$ cat config.mk
export PLATFORM = sky130hd
export DESIGN_NAME = trap_controller
export DESIGN_NICKNAME = d
export VERILOG_FILES = /design/src/rtl/trap_controller.sv
export SDC_FILE = /design/constraint.sdc
export NUM_CORES = 1
export LEC_CHECK = 0
export BUFFER_PORTS_ARGS = -buffer_cell sky130_fd_sc_hd__clkbuf_2
export CAP_MARGIN = 40
export CELL_PAD_IN_SITES_DETAIL_PLACEMENT = 1
export CELL_PAD_IN_SITES_GLOBAL_PLACEMENT = 2
export CORE_MARGIN = 3
export CORE_UTILIZATION = 25
export CTS_BUF_LIST = sky130_fd_sc_hd__clkbuf_16
export DETAILED_ROUTE_END_ITERATION = 7
export HOLD_SLACK_MARGIN = 0.06
export PLACE_DENSITY_LB_ADDON = 0.1
export SLEW_MARGIN = 20
export SYNTH_ARGS = -nofsm -noshare
export SYNTH_HDL_FRONTEND = slang
export SYNTH_SLANG_ARGS = --single-unit
$ cat constraint.sdc
create_clock -name clk -period 2.3 [get_ports clk]
set_input_delay 0.575 -clock clk [delete_from_list [all_inputs] [get_ports clk]]
set_output_delay 0.575 -clock clk [all_outputs]
set_load 0.005 [all_outputs]
$ cat src/rtl/trap_controller.sv
// Machine-mode trap entry/return sequencer: capture -> drain memory -> commit CSRs -> redirect fetch.
// Optional VECTORED_TRAP_EN: vectored interrupt targets when mtvec[1:0] == 2'b01.
module trap_controller #(
  parameter int unsigned DRAIN_MAX     = 16,
  parameter logic [31:0] MCAUSE_ECALL  = 32'd11,
  parameter logic [31:0] MCAUSE_EBREAK = 32'd3
) (
  input  logic        clk,
  input  logic        rst_n,
  input  logic        ex_valid,
  input  logic [31:0] ex_pc,
  input  logic        interrupt_pending,
  input  logic [31:0] interrupt_cause,
  input  logic        ecall_exception,
  input  logic        ebreak_exception,
  input  logic        mret_instruction,
  input  logic        mstatus_mie,
  input  logic [31:0] mtvec,
  input  logic [31:0] mepc,
  input  logic        mem_busy,
  input  logic        redirect_ready,
  output logic        pipeline_stall,
  output logic        flush_pipeline,
  output logic        redirect_valid,
  output logic [31:0] redirect_pc,
  output logic        mepc_we,
  output logic [31:0] mepc_wdata,
  output logic        mcause_we,
  output logic [31:0] mcause_wdata,
  output logic        mstatus_trap_enter,
  output logic        mstatus_trap_return,
  output logic        interrupt_ack,
  output logic        drain_timeout
);

  typedef enum logic [1:0] {StIdle, StDrain, StCommit, StRedirect} state_e;
  typedef enum logic [1:0] {KindIrq, KindExc, KindMret} kind_e;

  localparam logic [7:0] DrainLast = 8'(DRAIN_MAX - 1);

  state_e      state_q, state_d;
  kind_e       kind_q, kind_d;
  logic [31:0] pc_q, pc_d;
  logic [31:0] cause_q, cause_d;
  logic [31:0] target_q, target_d;
  logic [7:0]  cnt_q, cnt_d;
  logic        holdoff_q, holdoff_d;
  logic        timeout_q, timeout_d;

  logic        stall_q, stall_d;
  logic        flush_q, flush_d;
  logic        rvalid_q, rvalid_d;
  logic [31:0] rpc_q, rpc_d;
  logic        mepc_we_q, mepc_we_d;
  logic [31:0] mepc_wdata_q, mepc_wdata_d;
  logic        mcause_we_q, mcause_we_d;
  logic [31:0] mcause_wdata_q, mcause_wdata_d;
  logic        enter_q, enter_d;
  logic        return_q, return_d;
  logic        ack_q, ack_d;

  logic [31:0] trap_base;
  logic [31:0] irq_target;
  logic        irq_take;
  logic        commit_trap;
  logic        unused_mtvec_mode;

  assign trap_base         = {mtvec[31:2], 2'b00};
  assign irq_take          = interrupt_pending & mstatus_mie;
  assign unused_mtvec_mode = ^mtvec[1:0];

`ifdef VECTORED_TRAP_EN
  assign irq_target = (mtvec[1:0] == 2'b01) ?
                      trap_base + {25'd0, interrupt_cause[4:0], 2'b00} : trap_base;
`else
  assign irq_target = trap_base;
`endif

  always_comb begin
    state_d   = state_q;
    kind_d    = kind_q;
    pc_d      = pc_q;
    cause_d   = cause_q;
    target_d  = target_q;
    cnt_d     = cnt_q;
    holdoff_d = 1'b0;
    timeout_d = timeout_q;

    unique case (state_q)
      StIdle: begin
        // holdoff_q blocks re-capture of the stale EX contents right after a redirect
        if (ex_valid && !holdoff_q &&
            (irq_take || ebreak_exception || ecall_exception || mret_instruction)) begin
          state_d = StDrain;
          pc_d    = ex_pc;
          cnt_d   = 8'd0;
          if (irq_take) begin
            kind_d   = KindIrq;
            cause_d  = interrupt_cause;
            target_d = irq_target;
          end else if (ebreak_exception) begin
            kind_d   = KindExc;
            cause_d  = MCAUSE_EBREAK;
            target_d = trap_base;
          end else if (ecall_exception) begin
            kind_d   = KindExc;
            cause_d  = MCAUSE_ECALL;
            target_d = trap_base;
          end else begin
            kind_d   = KindMret;
            cause_d  = 32'd0;
            target_d = mepc;
          end
        end
      end
      StDrain: begin
        if (!mem_busy) begin
          state_d = StCommit;
        end else if (cnt_q == DrainLast) begin
          state_d   = StCommit;
          timeout_d = 1'b1;
        end else begin
          cnt_d = cnt_q + 8'd1;
        end
      end
      StCommit: state_d = StRedirect;
      StRedirect: begin
        if (redirect_ready) begin
          state_d   = StIdle;
          holdoff_d = 1'b1;
        end
      end
      default: state_d = StIdle;
    endcase
  end

  // Outputs are decoded from the next state so they appear registered in the state they describe.
  always_comb begin
    commit_trap    = (state_d == StCommit) && (kind_d != KindMret);
    stall_d        = (state_d != StIdle);
    flush_d        = (state_d == StCommit);
    rvalid_d       = (state_d == StRedirect);
    rpc_d          = rvalid_d ? target_d : 32'd0;
    mepc_we_d      = commit_trap;
    mepc_wdata_d   = commit_trap ? pc_d : 32'd0;
    mcause_we_d    = commit_trap;
    mcause_wdata_d = commit_trap ? cause_d : 32'd0;
    enter_d        = commit_trap;
    return_d       = (state_d == StCommit) && (kind_d == KindMret);
    ack_d          = (state_d == StCommit) && (kind_d == KindIrq);
  end

  always_ff @(posedge clk or negedge rst_n) begin
    if (!rst_n) begin
      state_q        <= StIdle;
      kind_q         <= KindExc;
      pc_q           <= 32'd0;
      cause_q        <= 32'd0;
      target_q       <= 32'd0;
      cnt_q          <= 8'd0;
      holdoff_q      <= 1'b0;
      timeout_q      <= 1'b0;
      stall_q        <= 1'b0;
      flush_q        <= 1'b0;
      rvalid_q       <= 1'b0;
      rpc_q          <= 32'd0;
      mepc_we_q      <= 1'b0;
      mepc_wdata_q   <= 32'd0;
      mcause_we_q    <= 1'b0;
      mcause_wdata_q <= 32'd0;
      enter_q        <= 1'b0;
      return_q       <= 1'b0;
      ack_q          <= 1'b0;
    end else begin
      state_q        <= state_d;
      kind_q         <= kind_d;
      pc_q           <= pc_d;
      cause_q        <= cause_d;
      target_q       <= target_d;
      cnt_q          <= cnt_d;
      holdoff_q      <= holdoff_d;
      timeout_q      <= timeout_d;
      stall_q        <= stall_d;
      flush_q        <= flush_d;
      rvalid_q       <= rvalid_d;
      rpc_q          <= rpc_d;
      mepc_we_q      <= mepc_we_d;
      mepc_wdata_q   <= mepc_wdata_d;
      mcause_we_q    <= mcause_we_d;
      mcause_wdata_q <= mcause_wdata_d;
      enter_q        <= enter_d;
      return_q       <= return_d;
      ack_q          <= ack_d;
    end
  end

  assign pipeline_stall      = stall_q;
  assign flush_pipeline      = flush_q;
  assign redirect_valid      = rvalid_q;
  assign redirect_pc         = rpc_q;
  assign mepc_we             = mepc_we_q;
  assign mepc_wdata          = mepc_wdata_q;
  assign mcause_we           = mcause_we_q;
  assign mcause_wdata        = mcause_wdata_q;
  assign mstatus_trap_enter  = enter_q;
  assign mstatus_trap_return = return_q;
  assign interrupt_ack       = ack_q;
  assign drain_timeout       = timeout_q;

endmodule
==> PnR_summary.wiki <==
{| class="wikitable"
! Metric !! Value
|-
| Remaining global-route overflow || 0
|-
| Most frequent cells after synthesis || 211 x sky130_fd_sc_hd__dfrtp_1, 67 x sky130_fd_sc_hd__nand2_1, 65 x sky130_fd_sc_hd__a21oi_1, 39 x sky130_fd_sc_hd__nor2_1, 35 x sky130_fd_sc_hd__nor2b_1
|-
| Min Clock Period, post-route || just over 2 ns
|-
| Number of antenna violations at the first check in global routing || 3
|-
| Worst-path maximum fanout || 45
|-
| Clock root buffer || sky130_fd_sc_hd__clkbuf_16
|-
| Required time at the worst-slack endpoint || between 2 and 3 ns
|-
| Core area || between 30000 and 40000 um2
|-
| Type of the setup path with the least slack || reg2reg
|-
| # port buffers || between 200 and 250
|-
| Final Cycle Share || 0.897
|-
| Number of buffers added by the clock tree synthesis step || 26
|-
| Routability Congestion || 0.724
|-
| Top_reg_cell synth || sky130_fd_sc_hd__dfrtp_1
|-
| Synth area leaders || sky130_fd_sc_hd__dfrtp_1 67%, sky130_fd_sc_hd__mux2_2 4.3%, sky130_fd_sc_hd__a21oi_1 4.1%
|-
| Total iterations of the first detailed-routing run || 4
|-
| Inserted Diodes || 0
|-
| Post-synthesis async set-or-reset flop share || 1.00
|-
| Via-per-instance ratio || ~4.4
|-
| Instance count after placement with tap cells included || 1257
|-
| Post-synthesis instance area || between 7000 and 8000 um2
|-
| Outcome || finished clean
|-
| Clock Pin Slew Worst Setup and Hold Paths || roughly 0.060 ns
|-
| WL/cell || 16.8 um
|-
| Post-cts sizing count || 0
|-
| Fraction of layout cells with a size suffix above 1 || 0.371
|-
| Unrepaired setup endpoints after global routing || no
|-
| Area of the die || about 34000 um2
|-
| Cell type contributing the most total cell area after synthesis || sky130_fd_sc_hd__dfrtp_1
|-
| Clk_skew || approximately 0.0073 ns
|-
| CTS tree || yes
|-
| Number of storage elements in the synthesis netlist || about 210
|-
| Number of endpoints failing setup at the final stage || 0
|-
| Final net count || ~1000
|-
| Overall Global Routing Usage || 0.131
|-
| Maximum Capacitance Violations || 0
|-
| DPL Wire Length || between 15 and 20 mm
|-
| Total wirelength of the detailed-routed design || about 22 mm
|-
| IO Pins || 243
|-
| Synthesis warning total || 0
|-
| Max Root-Sink Buffers || 3
|-
| Number of H-tree levels || 1
|-
| Overall die width || about 180 um
|-
| VDD IR-drop max || around 0.5 mV
|-
| Worst max-slew margin expressed relative to the limit || 0.631
|-
| Peak clock frequency supported by timing || between 400 and 500 MHz
|-
| Worst min-delay path category || in2reg
|-
| Wire length of the first global-routing pass || 35.2 mm
|-
| Maximum number of pins on one net before global-route repair || 53
|-
| Initial Utilization || 0.255
|-
| Remaining DRCs || 0
|-
| Power density over cell area || approximately 1200 nW/um2
|-
| Synthesized instance count || 636
|-
| Number of pins with negative max-slew slack in the final report || 0
|-
| Most frequent cell after synthesis || sky130_fd_sc_hd__dfrtp_1
|-
| Setup_tns || 0 ns
|-
| Clock latency of the later-clocked register in the worst-skew pair || 0.51 ns
|-
| Area delta synth->final || 33.5%
|-
| Violation count after the first detailed-routing iteration || about 170
|-
| Critical path capture point type || flop
|-
| Overall via count from detail_route || around 5800
|-
| Yosys top cell area share || 0.671
|-
| Number of enable-type register cells in the synthesized netlist || 0
|-
| Share of synthesized area occupied by flip-flops and latches || 0.674
|-
| Via count of the first global-routing pass || 6447
|-
| Critical Path AT || around 2.5 ns
|-
| Num Clock Sinks || ~210
|-
| Critical Path Start Type || flop
|-
| Vertical extent of the die || between 150 and 200 um
|-
| Count of placed standard cells in the final layout, fillers left out || between 1000 and 1500
|-
| Net count after synthesis || 775
|-
| Mean instance size in the synthesized netlist || roughly 12 um2
|-
| Leak Pwr || ~5.3 nW
|-
| Transition time at the pin with the least slew margin || 0.548 ns
|-
| Remaining number of nets flagged by the antenna check after routing || 0
|-
| Num rows || 64
|-
| Final hold violations || 0
|-
| Synth unique cells || between 40 and 50
|}
where the power goes:
part | total (mW) | internal, mW | switching, mW
logic | 3.40 | 1.52 | 1.89
registers | 5.50 | 5.09 | 0.410
clock network | 3.61 | 2.10 | 1.51
total | 12.5 | 8.70 | 3.80
per-stage QoR:
step	power [mW]	utilization	hold WS (ns)	instance area, um2	worst slack (ns)
finish	12.5	0.341	0.305	10500	0.237
global route	13.5	0.341	0.280	10500	0.0636
CTS	12.8	0.340	0.269	10500	0.0540
detailed placement	9.07	0.315	0.454	9720	0.0433
global placement	8.87	0.315	0.444	9720	0.0499
floorplan	7.47	-	0.279	7870	0.136
repair_timing:
action | 4_1_cts | 5_1_grt
endpoints found under the setup margin | 0 | 39
setup buffers | 0 | 2
hold buffers | 1 | 0
endpoints found under the hold margin | 44 | 0
cells by family after synthesis:
logic type,after synthesis,share of synthesized area
AO/OA/AOI/OAI,115,0.0893
flip-flops,212,0.674
AND/OR/NAND/NOR,197,0.119
adder cells (fa/ha/maj),1,0.00159
buffers and inverters,44,0.0246
XOR/XNOR,3,0.00334
multiplexers,64,0.0880
layout by cell type, fill, tap and decap left out, types with 3 or more instances in the layout:
master                      synthesis  final
sky130_fd_sc_hd__nand2_1           67     67
sky130_fd_sc_hd__mux2_4             3      3
sky130_fd_sc_hd__xnor2_1            3      3
sky130_fd_sc_hd__nor4_1             3      3
sky130_fd_sc_hd__and3_1             3      3
sky130_fd_sc_hd__buf_12             0      9
sky130_fd_sc_hd__clkinv_2           0      5
sky130_fd_sc_hd__a21oi_1           65     65
sky130_fd_sc_hd__inv_1              4     13
sky130_fd_sc_hd__a211oi_1          31     31
sky130_fd_sc_hd__dfrtp_1          211    211
sky130_fd_sc_hd__nor2_1            39     39
sky130_fd_sc_hd__o21ai_0            4      4
sky130_fd_sc_hd__nand3_1           32     32
sky130_fd_sc_hd__mux2_2            30     30
sky130_fd_sc_hd__mux2i_1           31     31
sky130_fd_sc_hd__nand2b_1           3      3
sky130_fd_sc_hd__clkbuf_2           0    239
sky130_fd_sc_hd__nor2b_1           35     35
sky130_fd_sc_hd__clkinv_1           0      6
sky130_fd_sc_hd__clkbuf_16          0     27
sky130_fd_sc_hd__o2bb2ai_1          4      4
sky130_fd_sc_hd__buf_4              3     18
sky130_fd_sc_hd__and2_1             3      3
sky130_fd_sc_hd__nor3_1             3      3
layer usage:
metal,part of all wire,vias to the layer above,GRT usage
met4,0.017,6,0.0302
met3,0.084,35,0.0431
met1,0.42,2873,0.161
met5,0.0013,-,0
li1,-,2703,-
met2,0.48,179,0.224
cell type report:
type | instances | area [um2]
Inverter | 4 | 15.0
Clock buffer | 27 | 676
Clock inverter | 21 | 88.8
Sequential cell | 212 | 5310
Timing Repair Buffer | 268 | 1540
Tap cell | 396 | 495
Multi-Input combinational cell | 380 | 2390
Fill cell | 3395 | 20300
flip-flops by register name (all words and copies together) (netlist names), 2 cells and up:
register and count:
mepc_wdata 32, redirect_pc 32, mcause_wdata 32, cause_q 32, kind_q 2, state_q 2, pc_q 32, cnt_q 8
target_q 32
path summary, 6_finish.rpt:
path	start	end	slack, ns	depth (start not counted)
max	cnt_q[5]	mepc_wdata[12]	0.24	6
min	ex_pc[24]	pc_q[24]	0.30	2
max reg2reg	cnt_q[5]	mepc_wdata[12]	0.24	6
min reg2reg	cause_q[18]	cause_q[18]	0.46	2
max in group asynchronous	rst_n	pc_q[17]	1.05	3
min in group asynchronous	rst_n	mcause_wdata[15]	0.60	2
critical path: stages, from the launching register on:
cell and delay, ns:
sky130_fd_sc_hd__dfrtp_1 0.43, sky130_fd_sc_hd__or4_1 0.57, sky130_fd_sc_hd__o21ai_0 0.31, sky130_fd_sc_hd__nand4b_1 0.13, sky130_fd_sc_hd__buf_4 0.18, sky130_fd_sc_hd__buf_12 0.17
sky130_fd_sc_hd__nor2b_1 0.16
(Power assumes the default switching activity.)
